**src/rtl/v_pkg.sv**
```systemverilog
// ---------------------------------------------------------------------------
// v_pkg
// Types shared across the list update path.
//   id_t / cmd_t / key_t / size_t : the fields carried on the list update bus
//   upd_t                         : one update command. It is used both as a
//                                   FIFO entry and as the registered bus bundle.
//   cmd_is_legal()                : returns 1 only for the defined command
//                                   encodings.
// ---------------------------------------------------------------------------
package v_pkg;

  typedef logic [7:0]  id_t;
  typedef logic [15:0] key_t;
  typedef logic [7:0]  size_t;

  // Command encodings that have a meaning to the list engine. Encoding 0 and
  // encodings 5..7 are undefined. They are dropped before they reach the bus.
  typedef enum logic [2:0] {
    CMD_INSERT = 3'd1,
    CMD_DELETE = 3'd2,
    CMD_MODIFY = 3'd3,
    CMD_FLUSH  = 3'd4
  } cmd_t;

  typedef struct packed {
    id_t   prod_id;
    cmd_t  cmd;
    key_t  key;
    size_t size;
  } upd_t;

  function automatic logic cmd_is_legal(input cmd_t cmd);
    case (cmd)
      CMD_INSERT,
      CMD_DELETE,
      CMD_MODIFY,
      CMD_FLUSH: cmd_is_legal = 1'b1;
      default:   cmd_is_legal = 1'b0;
    endcase
  endfunction

endpackage

```
**src/rtl/v_upd_fifo.sv**
```systemverilog
// ---------------------------------------------------------------------------
// v_upd_fifo
// Synchronous FIFO of upd_t entries with an asynchronous active-low reset.
// DEPTH must be a power of two so that the pointers wrap by plain overflow.
//
// Ports
//   clk, rst_n   clock and async active-low reset
//   push         write push_data at the tail. It is ignored while full.
//   push_data    entry to be written
//   pop          discard the head entry. It is ignored while empty.
//   head_data    current head entry. It is valid when empty is low.
//   count        registered occupancy, 0..DEPTH
//   full, empty  decoded from the registered count
// ---------------------------------------------------------------------------
module v_upd_fifo
  import v_pkg::*;
#(
  parameter int DEPTH = 4
) (
  input  logic                       clk,
  input  logic                       rst_n,
  input  logic                       push,
  input  upd_t                       push_data,
  input  logic                       pop,
  output upd_t                       head_data,
  output logic [$clog2(DEPTH+1)-1:0] count,
  output logic                       full,
  output logic                       empty
);

  localparam int PTR_W = $clog2(DEPTH);
  localparam int CW    = $clog2(DEPTH + 1);
  localparam logic [CW-1:0] FULL_CNT = CW'(DEPTH);

  upd_t             mem [DEPTH];
  logic [PTR_W-1:0] wr_ptr;
  logic [PTR_W-1:0] rd_ptr;
  logic             do_push;
  logic             do_pop;

  // Guard both operations here. A caller that asserts push while full, or
  // pop while empty, cannot corrupt the pointers or the count.
  always_comb begin
    do_push = push & ~full;
    do_pop  = pop  & ~empty;
  end

  always_comb begin
    full      = (count == FULL_CNT);
    empty     = (count == '0);
    head_data = mem[rd_ptr];
  end

  // The storage is cleared on reset as well. After a reset the head data
  // (and so the bus fields) is never a leftover from before the reset.
  always_ff @(posedge clk or negedge rst_n) begin
    if (!rst_n) begin
      for (int i = 0; i < DEPTH; i++) begin
        mem[i] <= '0;
      end
    end else if (do_push) begin
      mem[wr_ptr] <= push_data;
    end
  end

  // DEPTH is a power of two, so the pointers wrap by natural overflow.
  always_ff @(posedge clk or negedge rst_n) begin
    if (!rst_n) begin
      wr_ptr <= '0;
      rd_ptr <= '0;
    end else begin
      if (do_push) begin
        wr_ptr <= wr_ptr + 1'b1;
      end
      if (do_pop) begin
        rd_ptr <= rd_ptr + 1'b1;
      end
    end
  end

  // A push and a pop in the same cycle leave the occupancy unchanged.
  always_ff @(posedge clk or negedge rst_n) begin
    if (!rst_n) begin
      count <= '0;
    end else begin
      case ({do_push, do_pop})
        2'b10:   count <= count + 1'b1;
        2'b01:   count <= count - 1'b1;
        default: count <= count;
      endcase
    end
  end

endmodule

```
**src/rtl/v_upd_issue.sv**
```systemverilog
// ---------------------------------------------------------------------------
// v_upd_issue
// Transmitter end of the list update bus. Upstream commands arrive over a
// valid/ready handshake. Legal commands are buffered in a FIFO. They are
// then issued, one per cycle and in arrival order, onto the registered list
// update bus. Issue is held off while the list engine reports busy. Illegal
// commands complete their handshake but are discarded and counted.
//
// Ports
//   clk, rst_n          clock and async active-low reset
//   i_in_vld / o_in_rdy upstream handshake. Ready is low only when the FIFO
//                       is full.
//   i_in_prod_id/cmd/key/size  upstream command fields
//   i_busy_r            engine busy (initialising). Nothing issues while it
//                       is high.
//   o_upd_vld_r         update bus valid, registered
//   o_upd_prod_id_r/cmd_r/key_r/size_r  update bus fields. They hold their
//                       value when valid is low.
//   o_count_r           FIFO occupancy
//   o_issued_cnt_r      commands issued, saturating
//   o_reject_cnt_r      illegal commands discarded, saturating
// ---------------------------------------------------------------------------
module v_upd_issue
  import v_pkg::*;
#(
  parameter int FIFO_DEPTH = 4,
  parameter int CNT_W      = 16
) (
  input  logic                            clk,
  input  logic                            rst_n,
  input  logic                            i_in_vld,
  output logic                            o_in_rdy,
  input  logic [$bits(id_t)-1:0]          i_in_prod_id,
  input  logic [$bits(cmd_t)-1:0]         i_in_cmd,
  input  logic [$bits(key_t)-1:0]         i_in_key,
  input  logic [$bits(size_t)-1:0]        i_in_size,
  input  logic                            i_busy_r,
  output logic                            o_upd_vld_r,
  output logic [$bits(id_t)-1:0]          o_upd_prod_id_r,
  output logic [$bits(cmd_t)-1:0]         o_upd_cmd_r,
  output logic [$bits(key_t)-1:0]         o_upd_key_r,
  output logic [$bits(size_t)-1:0]        o_upd_size_r,
  output logic [$clog2(FIFO_DEPTH+1)-1:0] o_count_r,
  output logic [CNT_W-1:0]                o_issued_cnt_r,
  output logic [CNT_W-1:0]                o_reject_cnt_r
);

  localparam int CW = $clog2(FIFO_DEPTH + 1);

  upd_t          in_entry;
  logic          in_legal;
  logic          in_fire;
  logic          push;
  logic          reject;
  logic          issue;
  upd_t          head;
  logic [CW-1:0] count;
  logic          full;
  logic          empty;
  upd_t          upd_r;
  logic          upd_vld_r;
  logic [CNT_W-1:0] issued_cnt;
  logic [CNT_W-1:0] reject_cnt;

  // Bundle the upstream fields into one entry and classify the command.
  always_comb begin
    in_entry.prod_id = i_in_prod_id;
    in_entry.cmd     = cmd_t'(i_in_cmd);
    in_entry.key     = i_in_key;
    in_entry.size    = i_in_size;
    in_legal         = cmd_is_legal(cmd_t'(i_in_cmd));
  end

  // Ready depends only on the registered count. A pop in the same cycle
  // does not free a slot for this cycle's handshake, so nothing writes
  // through while the FIFO is full. An illegal command still completes its
  // handshake so that upstream is never stalled by it.
  always_comb begin
    o_in_rdy = ~full;
    in_fire  = i_in_vld & o_in_rdy;
    push     = in_fire & in_legal;
    reject   = in_fire & ~in_legal;
  end

  // Busy is looked at only in the cycle that decides to issue. A command
  // that is already on the bus when busy rises is left there and is
  // counted as issued.
  always_comb begin
    issue = ~empty & ~i_busy_r;
  end

  v_upd_fifo #(
    .DEPTH (FIFO_DEPTH)
  ) u_fifo (
    .clk       (clk),
    .rst_n     (rst_n),
    .push      (push),
    .push_data (in_entry),
    .pop       (issue),
    .head_data (head),
    .count     (count),
    .full      (full),
    .empty     (empty)
  );

  // Issue register. The data fields load only on issue, so they keep the
  // last issued command while valid is low. There is no bypass from the
  // input, so the minimum input-to-bus latency is two cycles.
  always_ff @(posedge clk or negedge rst_n) begin
    if (!rst_n) begin
      upd_vld_r <= 1'b0;
      upd_r     <= '0;
    end else begin
      upd_vld_r <= issue;
      if (issue) begin
        upd_r <= head;
      end
    end
  end

  // Statistics. Both counters stop at all-ones instead of wrapping.
  always_ff @(posedge clk or negedge rst_n) begin
    if (!rst_n) begin
      issued_cnt <= '0;
      reject_cnt <= '0;
    end else begin
      if (issue && (issued_cnt != '1)) begin
        issued_cnt <= issued_cnt + 1'b1;
      end
      if (reject && (reject_cnt != '1)) begin
        reject_cnt <= reject_cnt + 1'b1;
      end
    end
  end

  always_comb begin
    o_upd_vld_r     = upd_vld_r;
    o_upd_prod_id_r = upd_r.prod_id;
    o_upd_cmd_r     = upd_r.cmd;
    o_upd_key_r     = upd_r.key;
    o_upd_size_r    = upd_r.size;
    o_count_r       = count;
    o_issued_cnt_r  = issued_cnt;
    o_reject_cnt_r  = reject_cnt;
  end

endmodule

```
**config.mk**
```make
export PLATFORM = sky130hd
export DESIGN_NAME = v_upd_issue
export DESIGN_NICKNAME = d
export VERILOG_FILES = /design/src/rtl/v_pkg.sv /design/src/rtl/v_upd_fifo.sv /design/src/rtl/v_upd_issue.sv
export SDC_FILE = /design/constraint.sdc
export NUM_CORES = 1
export LEC_CHECK = 0
export ABC_AREA = 1
export CAP_MARGIN = 20
export CELL_PAD_IN_SITES_DETAIL_PLACEMENT = 1
export CELL_PAD_IN_SITES_GLOBAL_PLACEMENT = 1
export CORE_MARGIN = 5
export CORE_UTILIZATION = 42
export CTS_CLUSTER_DIAMETER = 200
export DETAILED_ROUTE_END_ITERATION = 10
export HOLD_SLACK_MARGIN = 0.08
export PLACE_DENSITY_LB_ADDON = 0.1
export SETUP_SLACK_MARGIN = 0.3
export SLEW_MARGIN = 10
export SYNTH_ARGS = -nofsm -noshare
export SYNTH_HDL_FRONTEND = slang
export SYNTH_SLANG_ARGS = --single-unit
```
**constraint.sdc**
```tcl
create_clock -name clk -period 2.77 [get_ports clk]
set_input_delay 0.554 -clock clk [delete_from_list [all_inputs] [get_ports clk]]
set_output_delay 0.554 -clock clk [all_outputs]
set_load 0.005 [all_outputs]
```
==> results of run 1 <==
[flip-flops by register name (all words and copies together) (netlist names)]
signal,flops
u_fifo.mem,140
o_issued_cnt_r,16
o_reject_cnt_r,16
o_upd_key_r,16
o_upd_prod_id_r,8
o_upd_size_r,8
o_upd_cmd_r,3
u_fifo.count,3
u_fifo.rd_ptr,2
u_fifo.wr_ptr,2
o_upd_vld_r,1
[cells in the mapped netlist]
cell type / instances / area, um2
nand3_2: 4 / 40.0
buf_2: 21 / 105
buf_6: 1 / 11.3
nor2_4: 1 / 11.3
nor2_1: 145 / 544
nand3_1: 14 / 70.1
nand4_1: 8 / 50.1
inv_1: 59 / 221
buf_1: 6 / 22.5
dfrtp_1: 215 / 5380
nand3b_1: 3 / 22.5
nor2_2: 2 / 12.5
o21ai_0: 209 / 1050
xnor2_1: 7 / 61.3
fa_1: 1 / 20.0
clkinv_1: 3 / 11.3
o21ai_1: 47 / 235
clkbuf_1: 22 / 82.6
ha_1: 7 / 87.6
xor2_1: 11 / 96.3
xor2_4: 1 / 27.5
clkbuf_2: 12 / 60.1
o21bai_1: 1 / 7.51
nand2_2: 2 / 12.5
nand2_1: 400 / 1500
inv_2: 2 / 7.51
buf_4: 1 / 7.51
a21oi_1: 2 / 10.0
[area by class of cell]
type                    instances  share of cell area (%)
clock inverters                 9                   0.676
clock buffers                  34                    5.47
multi-input cells             865                    32.2
well taps                     313                    3.26
repair buffers                136                    11.7
flip-flops and latches        215                    44.8
inverters                      64                    2.00
[repair_timing]
| item | CTS | global route |
|---|---|---|
| hold endpoints to repair | 65 | 0 |
| gates resized for setup | 0 | 0 |
| hold buffers | 1 | 0 |
[kinds of logic (layout without fill, tap and decap cells)]
family / after synthesis / in the layout / share of synthesized area (%)
AOI/OAI and AO/OA: 259 / 259 / 13.3
xor gates and xnor gates: 19 / 19 / 1.90
adders and majority gates: 8 / 8 / 1.10
buffers and inverters: 127 / 243 / 5.42
DFF: 215 / 215 / 55.1
and+or+nand+nor: 579 / 579 / 23.2
[where the power goes]
group / switching, mW / internal (mW) / total [mW]
combinational: 2.52 / 1.92 / 4.45
clock: 1.28 / 1.75 / 3.03
sequential: 0.838 / 4.49 / 5.32
[stage by stage]
| step | hold WS [ns] | cell area [um2] | std cells | setup slack, ns | power (mW) |
|---|---|---|---|---|---|
| finish | 0.473 | 12000 | 1636 | 0.550 | 12.8 |
| global route | 0.497 | 12000 | 1636 | 0.409 | 13.9 |
| CTS | 0.480 | 12000 | 1636 | 0.498 | 13.0 |
| detailed placement | 0.464 | 11300 | 1592 | 0.0937 | 9.88 |
| global placement | 0.460 | 11300 | 1592 | 0.114 | 9.66 |
| floorplan | 0.258 | 9770 | 1207 | 0.600 | 7.96 |
[layer usage]
layer | wire (um) | global-route usage [%]
met1 | 12200 | 27.0
met2 | 12900 | 35.3
met3 | 800 | 2.58
met4 | 406 | 4.27
met5 | 0 | 0
[how the worst min path moves through the flow]
stage	startpoint	end	cells past startpoint
final	o_upd_size_r[2]	o_upd_size_r[2]	2
after global routing	o_upd_prod_id_r[2]	o_upd_prod_id_r[2]	2
after CTS	o_upd_size_r[2]	o_upd_size_r[2]	2
after detailed placement	o_upd_key_r[11]	o_upd_key_r[11]	2
after global placement	u_fifo.mem[38]	u_fifo.mem[38]	2
after floorplan	rst_n	o_issued_cnt_r[0]	0
[worst register-to-register path, delay by kind of cell, from the launching register on]
family	cells	cell delay, ns
flip-flops	1	0.40
buffers and inverters	3	0.32
adder cells (fa/ha/maj)	2	0.63
AO/OA/AOI/OAI	2	0.68
AND/OR/NAND/NOR	1	0.11
==> metrics.md, run 1 <==
| Metric | Value |
|---|---|
| Post-DRT Antenna Nets | `0` |
| WS Path Type | `reg2reg` |
| Rows | `55` |
| Final cycle utilization of the critical path | `between 80% and 90%` |
| Cell Area, Synth | `between 9000 and 10000 um2` |
| Diode count | `0` |
| Buf+Inv Stages, Crit Path | `3` |
| RSZ-0062 raised after global routing | `false` |
| #FFs+latches synth | `215` |
| Die height | `162 um` |
| Starting Density | `a little over two fifths` |
| Max Buffers Root-to-Sink | `3` |
| Distinct cells, synth | `28` |
| Final wirelength | `between 20000 and 30000 um` |
| Pins Over Slew Limit | `0` |
| CP max-delay cell | `o21bai_4` |
| Outcome | `completed` |
| GPL Wtd Cong | `0.791` |
| Finish-stage setup viols | `0` |
| GRT overflow | `0` |
| CTS root buf | `clkbuf_16` |
| CP max FO | `18` |
| Fill cell count | `between 2000 and 3000` |
| Area of the die | `between 20000 and 30000 um2` |
| PwrDens | `between 1000 and 1500 nW/um2` |
| Boundary pin count | `between 100 and 150` |
| Number of nets in the layout | `roughly 1400` |
| Initial antenna violation count | `0` |
| FF-to-FF Start | `u_fifo.count[1]` |
| Postcts setup bufs | `0` |
| CP startpoint | `u_fifo.count[1]` |
| Clk Latency, worst-skew pair | `roughly 0.53 ns` |
| Static leakage | `about 5.7 nW` |
| Layout Skew | `around 0.015 ns` |
| FMAX | `approximately 0.45 GHz` |
| Core box area | `roughly 23000 um2` |
| Most frequent cells in the layout | `nand2_1 (400), dfrtp_1 (213), o21ai_0 (209)` |
| Synth-to-Final Area Change | `23.1%` |
| Worst hold-check path type | `reg2reg` |
| Largest net degree at the start of global routing | `a little over 70` |
| Multi-input gate area | `between 3000 and 4000 um2` |
| DP Wirelength | `between 15000 and 20000 um` |
| Maximum Capacitance Violations | `0` |
| CTS HTree Levels | `1` |
| Critical path capture point type | `flip-flop` |
| WL/cell | `roughly 16 um` |
| DRT Pass-1 Iters | `5` |
| Warnings, synthesis | `0` |
| CP peak stage delay | `0.50 ns` |
| Crit path time final | `about 2.2 ns` |
| Setup slack, reg-to-reg | `0.55 ns` |
| Cells after Synth | `1207` |
| Final design utilization | `a little over half` |
| Reg-to-reg endpoint | `u_fifo.count[1]` |
| Register Area | `about 5400 um2` |
| Overall Global Routing Usage | `20.2%` |
| Critical-path cell list | `inv_1 -> nand2_1 -> o21bai_4 -> inv_2 -> ha_1 -> inv_1 -> fa_1 -> o21ai_0` |
| Slew @ Worst Pin | `0.803 ns` |
| DRC | `0` |
| Data arrival, critical path | `2.65 ns` |
| Mapped Nets | `1254` |
| Final hold viol count | `0` |
| Inserted Clock Buffers | `24` |
| Req. time, crit path | `between 3 and 4 ns` |
| Avg Inst Size Synth | `8.09 um2` |
| Commonest non-fill, non-tap cell in the layout | `nand2_1` |
| Setup_tns | `0 ns` |
| Number of vias per cell | `approximately 5.0` |
| CP Capture Point | `u_fifo.count[1]` |
| Critical Path Stages | `8` |
| Most frequent CP cell | `inv_1` |
| Global-route wire length before repair | `44400 um` |
| CTS sink count | `215` |
| Startpoint Class | `flip-flop` |
| Die X | `roughly 160 um` |
| Max-slew headroom | `46.5%` |
| I/O Buffers | `110` |
| Share of layout cells above drive strength 1 | `5.90%` |
| TritonCTS clock tree | `done` |
| Depth of the worst register-to-register path | `8` |
| Cell family with most CP delay | `compound AO/OA/AOI/OAI gates` |
| Number of DRC markers in iteration 0 | `approximately 460` |
| Via count | `8247` |
| Clk slew on worst S/H paths | `about 0.06 ns` |
| Vias in the first global route | `approximately 8900` |
| Max rail drop VDD | `approximately 0.47 mV` |
| Seq/Total Area, Yosys | `around 55%` |
Note: power is estimated with default switching activity, not from simulation.
==> run 2: changes to the inputs <==
--- a/config.mk
+++ b/config.mk
@@ -10,7 +10,7 @@
 export CELL_PAD_IN_SITES_DETAIL_PLACEMENT = 1
 export CELL_PAD_IN_SITES_GLOBAL_PLACEMENT = 1
 export CORE_MARGIN = 5
-export CORE_UTILIZATION = 42
+export CORE_UTILIZATION = 38
 export CTS_CLUSTER_DIAMETER = 200
 export DETAILED_ROUTE_END_ITERATION = 10
 export HOLD_SLACK_MARGIN = 0.08
==> constraint.sdc (replaced) <==
create_clock -name clk -period 1.95 [get_ports clk]
set_input_delay 0.39 -clock clk [delete_from_list [all_inputs] [get_ports clk]]
set_output_delay 0.39 -clock clk [all_outputs]
set_load 0.005 [all_outputs]
==> run 2 against run 1 <==
Global-route usage is 1.1 points lower. Sequential share of layout area is 3.1 points lower. First-iteration DRC count is 14% lower. Final cell count is 5.5% higher. Largest cell class unchanged. Design area is 7.8% higher. Flip-flop and latch count stayed put. Die area is 9.9% higher. Worst setup slack worse by 0.38 ns. Critical path depth is 5 lower.
==> metrics.md, run 2 (synthesis results as in run 1) <==
| Metric | Value |
|---|---|
| GRT overflow | `0 (unchanged)` |
| Depth of the worst register-to-register path | `11 (was 8)` |
| Die X | `170 um (was 162 um)` |
| P_int | `12.2 mW (was 8.16 mW)` |
| Clk Latency, worst-skew pair | `0.52 ns (was 0.53 ns)` |
| Number of vias per cell | `4.99 (was 5.04)` |
| CTS sink count | `215 (unchanged)` |
| Number of nets in the layout | `1425 (was 1353)` |
| Initial antenna violation count | `1 (was 0)` |
| Crit path time final | `around 1.8 ns` |
| Pre-CTS setup slack | `-0.337 ns (was 0.0937 ns)` |
| Inserted Clock Buffers | `25 (was 24)` |
| Max-slew headroom | `64.7% (was 46.5%)` |
| Max Buffers Root-to-Sink | `3 (unchanged)` |
| Setup slack, reg-to-reg | `0.18 ns (was 0.55 ns)` |
| Outcome | `completed (unchanged)` |
| Final Cell Area | `13000 um2 (was 12000 um2)` |
| WS Path Type | `reg2out (was reg2reg)` |
| Final wirelength | `29700 um (was 26300 um)` |
| RSZ-0062 raised after global routing | `true (was false)` |
| Core box area | `25300 um2 (was 22800 um2)` |
| FF-to-FF Start | `u_fifo.count[2] (was u_fifo.count[1])` |
| Total chip power | `19.3 mW (was 12.8 mW)` |
| Critical path capture point type | `output port (was flip-flop)` |
| Reg-to-reg endpoint | `u_fifo.count[2] (was u_fifo.count[1])` |
| Max FFs per register | `140 (unchanged)` |
| Worst hold-check path type | `in2async (was reg2reg)` |
| Share of layout cells above drive strength 1 | `13.8% (was 5.90%)` |
| Clk slew on worst S/H paths | `0.06 ns (about the same)` |
| DP Wirelength | `16500 um (about the same)` |
| Clock Power Share | `23.2% (was 23.7%)` |
| Overall Global Routing Usage | `19.1% (was 20.2%)` |
| Req. time, crit path | `1.56 ns (was 3.20 ns)` |
| Finish-stage setup viols | `0 (unchanged)` |
| TritonCTS clock tree | `done (unchanged)` |
| Critical-path cell list | `buf_6 -> nand3_4 -> dlygate4sd2_1 (was inv_1 -> nand2_1 -> o21bai_4 -> inv_2 -> ha_1 -> inv_1 -> fa_1 -> o21ai_0)` |
| DRT Pass-1 Iters | `4 (was 5)` |
| Cells after DPL | `1620 (was 1592)` |
| Global-route wire length before repair | `46100 um (was 44400 um)` |
| Post-DRT Antenna Nets | `0 (unchanged)` |
| WL/cell | `17.2 um (was 16.1 um)` |
| GPL Wtd Cong | `0.762 (was 0.791)` |
| DRC | `0 (unchanged)` |
| Combinational power share | `38.1% (was 34.8%)` |
| Setup slack after layout | `0.173 ns (was 0.550 ns)` |
| Commonest non-fill, non-tap cell in the layout | `nand2_1 (unchanged)` |
| Hold slack | `0.365 ns (was 0.473 ns)` |
| Final hold viol count | `0 (unchanged)` |
| CP max-delay cell | `dfrtp_1 (was o21bai_4)` |
| Startpoint Class | `flip-flop (unchanged)` |
| PwrDens | `1490 nW/um2 (was 1060 nW/um2)` |
| Sequential share of power | `38.7% (was 41.6%)` |
| Setup_tns | `0 ns (unchanged)` |
| Max rail drop VDD | `0.702 mV (was 0.469 mV)` |
| Rows | `58 (was 55)` |
| CP peak stage delay | `0.40 ns (was 0.50 ns)` |
| Final cycle utilization of the critical path | `91.1%` |
| Boundary pin count | `111 (unchanged)` |
| Final std cells w/o fill | `1726 (was 1636)` |
| Sw Ratio | `36.8% (was 36.3%)` |
| Die height | `170 um (was 162 um)` |
| Layout Skew | `0.0155 ns (about the same)` |
| Area of the die | `29000 um2 (was 26400 um2)` |
| Psw | `7.10 mW (was 4.64 mW)` |
| Final design utilization | `51.3% (was 52.8%)` |
| Pins Over Slew Limit | `0 (unchanged)` |
| Slew @ Worst Pin | `0.530 ns (was 0.803 ns)` |
| Most frequent cells in the layout | `nand2_1 (396), dfrtp_1 (201), o21ai_0 (196) (was nand2_1 (400), dfrtp_1 (213), o21ai_0 (209))` |
| DP Area | `11500 um2 (was 11300 um2)` |
| Diode count | `0 (unchanged)` |
| Largest net degree at the start of global routing | `71 (was 72)` |
| I/O Buffers | `110 (unchanged)` |
| Vias in the first global route | `8991 (was 8875)` |
| CP max FO | `2 (was 18)` |
| Starting Density | `38.7% (was 42.9%)` |
| CTS root buf | `clkbuf_16 (unchanged)` |
| CTS HTree Levels | `1 (unchanged)` |
| Static leakage | `6.41 nW (was 5.68 nW)` |
| Synth-to-Final Area Change | `32.7% (was 23.1%)` |
| Number of DRC markers in iteration 0 | `399 (was 462)` |
| Data arrival, critical path | `1.39 ns (was 2.65 ns)` |
| Via count | `8606 (was 8247)` |
| FMAX | `roughly 0.56 GHz` |
| Largest reg by FF count | `u_fifo.mem (unchanged)` |
| Maximum Capacitance Violations | `0 (unchanged)` |
## run 2: cell types whose count changed in the layout (fill, tap and decap cells not counted), sizes merged
cell           before  now
inv                62   64
dlygate4sd2         0   69
clkdlybuf4s15       0    1
clkdlybuf4s50     109   36
clkbuf             34   40
clkinvlp            0    2
buf                26   92
## run 2: area by class of cell
| type | count | area, um2 |
|---|---|---|
| fill | 3012 | 12300 |
| sequential | 215 | 5400 |
| multi-input combinational | 865 | 4020 |
| timing repair buffer | 206 | 2080 |
| clock buffer | 33 | 686 |
| tap | 330 | 413 |
| inverter | 64 | 254 |
| clock inverter | 12 | 93.8 |
| timing repair inverter | 1 | 6.26 |
## run 2: power by group through the flow
stage	logic [mW]	clock network (mW)	registers, mW
after floorplan	4.06	0	7.30
after global placement	6.49	0	7.55
after detailed placement	6.67	0	7.60
after CTS	6.87	4.58	7.47
after global routing	8.39	4.79	7.74
final	7.37	4.48	7.48
## run 2: repair_timing
action                     4_1_cts  5_1_grt
hold buffers                     1        0
setup buffers                   39       10
hold endpoints to repair        32        0
pin swaps                        5        6
resized for setup              104       47
gates cloned                     0       11
setup endpoints to repair      119      146
## run 2: worst max path at each step
stage | cells past startpoint | endpoint | startpoint | slack, ns
4_1_cts | 3 | o_in_rdy | u_fifo.count[2] | 0.16
5_1_grt | 11 | u_fifo.count[2] | u_fifo.count[2] | 0.1
2_1_floorplan | 11 | u_fifo.count[2] | u_fifo.count[0] | 0.18
6_report | 3 | o_in_rdy | u_fifo.count[2] | 0.17
3_5_place_dp | 10 | u_fifo.count[2] | i_in_cmd[0] | -0.34
3_3_place_gp | 10 | u_fifo.count[2] | i_in_cmd[0] | -0.32
## run 2: metal layers
metal | GRT usage (%) | wire length [um] | up-vias
li1 | - | - | 4192
met1 | 26.1 | 13800 | 4266
met2 | 33.3 | 14500 | 118
met3 | 2.53 | 952 | 28
met4 | 3.06 | 383 | 2
met5 | 0 | 11 | -
## run 2: critical path, delay by kind of cell (launching register included)
kind,cells,cell delay [ns]
simple gates,1,0.07
buf+inv,2,0.39
flops,1,0.40
==> run 3: changes to the inputs <==
--- a/config.mk
+++ b/config.mk
@@ -8,9 +8,9 @@
 export ABC_AREA = 1
 export CAP_MARGIN = 20
 export CELL_PAD_IN_SITES_DETAIL_PLACEMENT = 1
-export CELL_PAD_IN_SITES_GLOBAL_PLACEMENT = 1
+export CELL_PAD_IN_SITES_GLOBAL_PLACEMENT = 2
 export CORE_MARGIN = 5
-export CORE_UTILIZATION = 38
+export CORE_UTILIZATION = 30
 export CTS_CLUSTER_DIAMETER = 200
 export DETAILED_ROUTE_END_ITERATION = 10
 export HOLD_SLACK_MARGIN = 0.08
==> run 3 against run 2 <==
Sequential power hardly changed. Clock skew is 0.0032 ns lower. Global-route usage decreased by 2.9 points. Utilization down 11 points. Power increased by 0.26%. Combinational power shrank 4.9%. Via count decreased by 1.5%. Wire length down 1.2%. First-iteration DRC count shrank 7.0%. Flip-flop and latch count unchanged. Non-clock buffer count down 5. Critical path type is now in2reg. Largest power group unchanged.
==> metrics.md, run 3 (synthesis results as in run 1) <==
| Metric | Value |
|---|---|
| Largest reg by FF count | `u_fifo.mem (unchanged)` |
| Vias in the first global route | `9140 (was 8991)` |
| I/O Buffers | `110 (unchanged)` |
| Number of vias per cell | `4.62 (was 4.99)` |
| Pre-CTS setup slack | `-0.333 ns (was -0.337 ns)` |
| Overall Global Routing Usage | `16.2% (was 19.1%)` |
| Cells after DPL | `1740 (was 1620)` |
| DRT Pass-1 Iters | `5 (was 4)` |
| Post-DRT Antenna Nets | `0 (unchanged)` |
| DP Area | `11700 um2 (was 11500 um2)` |
| Worst hold-check path type | `in2async (unchanged)` |
| Die height | `190 um (was 170 um)` |
| Final hold viol count | `0 (unchanged)` |
| Max Buffers Root-to-Sink | `3 (unchanged)` |
| Max rail drop VDD | `0.620 mV (was 0.702 mV)` |
| RSZ-0062 raised after global routing | `true (unchanged)` |
| Setup slack after layout | `0.219 ns (was 0.173 ns)` |
| Via count | `8477 (was 8606)` |
| Rows | `66 (was 58)` |
| FF-to-FF Start | `u_fifo.count[1] (was u_fifo.count[2])` |
| GPL Wtd Cong | `0.734 (was 0.762)` |
| Met1 GRT Util | `21.9% (was 26.1%)` |
| Reg-to-reg endpoint | `u_fifo.count[2] (unchanged)` |
| Largest net degree at the start of global routing | `55 (was 71)` |
| Layout Skew | `0.0123 ns (was 0.0155 ns)` |
| Inserted Clock Buffers | `26 (was 25)` |
| Met2 Use GR | `28.2% (was 33.3%)` |
| Max FFs per register | `140 (unchanged)` |
| Setup slack, reg-to-reg | `0.23 ns (was 0.18 ns)` |
| Startpoint Class | `input pin (was flip-flop)` |
| Critical path capture point type | `flip-flop (was output port)` |
| Maximum Capacitance Violations | `0 (unchanged)` |
| Crit path time final | `1.73 ns (was 1.78 ns)` |
| Final Cell Area | `13000 um2 (about the same)` |
| Slew @ Worst Pin | `0.494 ns (was 0.530 ns)` |
| Global-route wire length before repair | `48400 um (was 46100 um)` |
| Number of nets in the layout | `1420 (was 1425)` |
| Req. time, crit path | `2.37 ns (was 1.56 ns)` |
| Number of DRC markers in iteration 0 | `371 (was 399)` |
| Data arrival, critical path | `2.15 ns (was 1.39 ns)` |
| Die X | `190 um (was 170 um)` |
| Final cycle utilization of the critical path | `88.8% (was 91.1%)` |
| Pins Over Slew Limit | `0 (unchanged)` |
| DRC | `0 (unchanged)` |
| Most Crowded Layer GR | `met2 (unchanged)` |
| Boundary pin count | `111 (unchanged)` |
| Static leakage | `6.37 nW (was 6.41 nW)` |
| CTS HTree Levels | `1 (unchanged)` |
| TritonCTS clock tree | `done (unchanged)` |
| Initial antenna violation count | `1 (unchanged)` |
| WL/cell | `16.0 um (was 17.2 um)` |
| Depth of the worst register-to-register path | `11 (unchanged)` |
| Setup_tns | `0 ns (unchanged)` |
| PwrDens | `1490 nW/um2 (about the same)` |
| Most frequent cells in the layout | `nand2_1 (397), o21ai_0 (206), dfrtp_1 (198) (was nand2_1 (396), dfrtp_1 (201), o21ai_0 (196))` |
| Max-slew headroom | `67.1% (was 64.7%)` |
| Diode count | `0 (unchanged)` |
| WS Path Type | `in2reg (was reg2out)` |
| Final wirelength | `29400 um (was 29700 um)` |
| GRT overflow | `0 (unchanged)` |
| Clk slew on worst S/H paths | `0.06 ns (about the same)` |
| Starting Density | `30.2% (was 38.7%)` |
| Final std cells w/o fill | `1833 (was 1726)` |
| Share of layout cells above drive strength 1 | `13.3% (was 13.8%)` |
| Finish-stage setup viols | `0 (unchanged)` |
| GRT met3 Usage | `2.12% (was 2.53%)` |
| Outcome | `completed (unchanged)` |
| DP Wirelength | `18300 um (was 16500 um)` |
| Area of the die | `36300 um2 (was 29000 um2)` |
| Clk Latency, worst-skew pair | `0.53 ns (was 0.52 ns)` |
| FMAX | `0.578 GHz (was 0.563 GHz)` |
| CP max FO | `2 (unchanged)` |
| Core box area | `32400 um2 (was 25300 um2)` |
| Commonest non-fill, non-tap cell in the layout | `nand2_1 (unchanged)` |
| CTS sink count | `215 (unchanged)` |
| Hold slack | `0.396 ns (was 0.365 ns)` |
| Synth-to-Final Area Change | `33.5% (was 32.7%)` |
| CTS root buf | `clkbuf_16 (unchanged)` |
run 3: changes by cell type in the layout (fill, tap and decap cells not counted), sizes merged, moves of 2 or more:
cell and delta:
buf -2, clkbuf +6, clkdlybuf4s15 +3, clkinv -6, dlygate4sd2 -4, inv -2
run 3: where the power goes:
| group | switching (mW) | total, mW | leakage [nW] | internal [mW] |
|---|---|---|---|---|
| registers | 1.06 | 7.45 | 2.71 | 6.38 |
| clock network | 1.90 | 4.92 | 0.422 | 3.02 |
| logic | 3.99 | 7.01 | 3.24 | 3.02 |
| total | 6.96 | 19.4 | 6.37 | 12.4 |
run 3: timing repair:
item                                    4_1_cts  5_1_grt
hold buffers                                  1        0
gates resized for setup                     109       27
pin swaps                                     4        3
endpoints found under the setup margin      103       58
gates cloned                                  1        2
endpoints found under the hold margin        46        0
setup buffers                                39        4
run 3: per-stage QoR:
stage	power, mW	util (%)
2_1_floorplan	11.4	-
3_3_place_gp	14.3	36.2
3_5_place_dp	14.5	36.2
4_1_cts	19.6	39.8
5_1_grt	21.1	40.3
6_report	19.4	40.3
run 3: how the worst max path moves through the flow:
stage               slack [ns]         endpoint       startpoint
floorplan                 0.18  u_fifo.count[2]  u_fifo.count[0]
global placement         -0.35  u_fifo.count[2]      i_in_cmd[0]
finish                    0.22  u_fifo.count[2]      i_in_cmd[0]
detailed placement       -0.33  u_fifo.count[2]      i_in_cmd[0]
global route              0.16  u_fifo.count[2]  u_fifo.count[1]
CTS                       0.14         o_in_rdy  u_fifo.count[2]
run 3: layer usage:
layer / routed length (um) / vias up
li1: - / 4181
met1: 14100 / 4175
met2: 14000 / 92
met3: 725 / 27
met4: 473 / 2
met5: 13 / -
run 3: final cells by class:
cell class	instances	area, um2
Clock buffer	41	788
Clock inverter	5	77.6
Fill cell	3872	19300
Inverter	64	251
Multi-Input combinational cell	865	4010
Sequential cell	215	5400
Tap cell	442	553
Timing Repair Buffer	201	1950
run 3: critical path: stages:
cell and delay [ns]:
clkdlybuf4s50_1 0.46, nor2_4 0.27, xor2_4 0.12, nand2_4 0.09
ha_4 0.12, inv_2 0.03, fa_2 0.34, a21oi_2 0.12
o21ai_1 0.08, xnor2_1 0.12
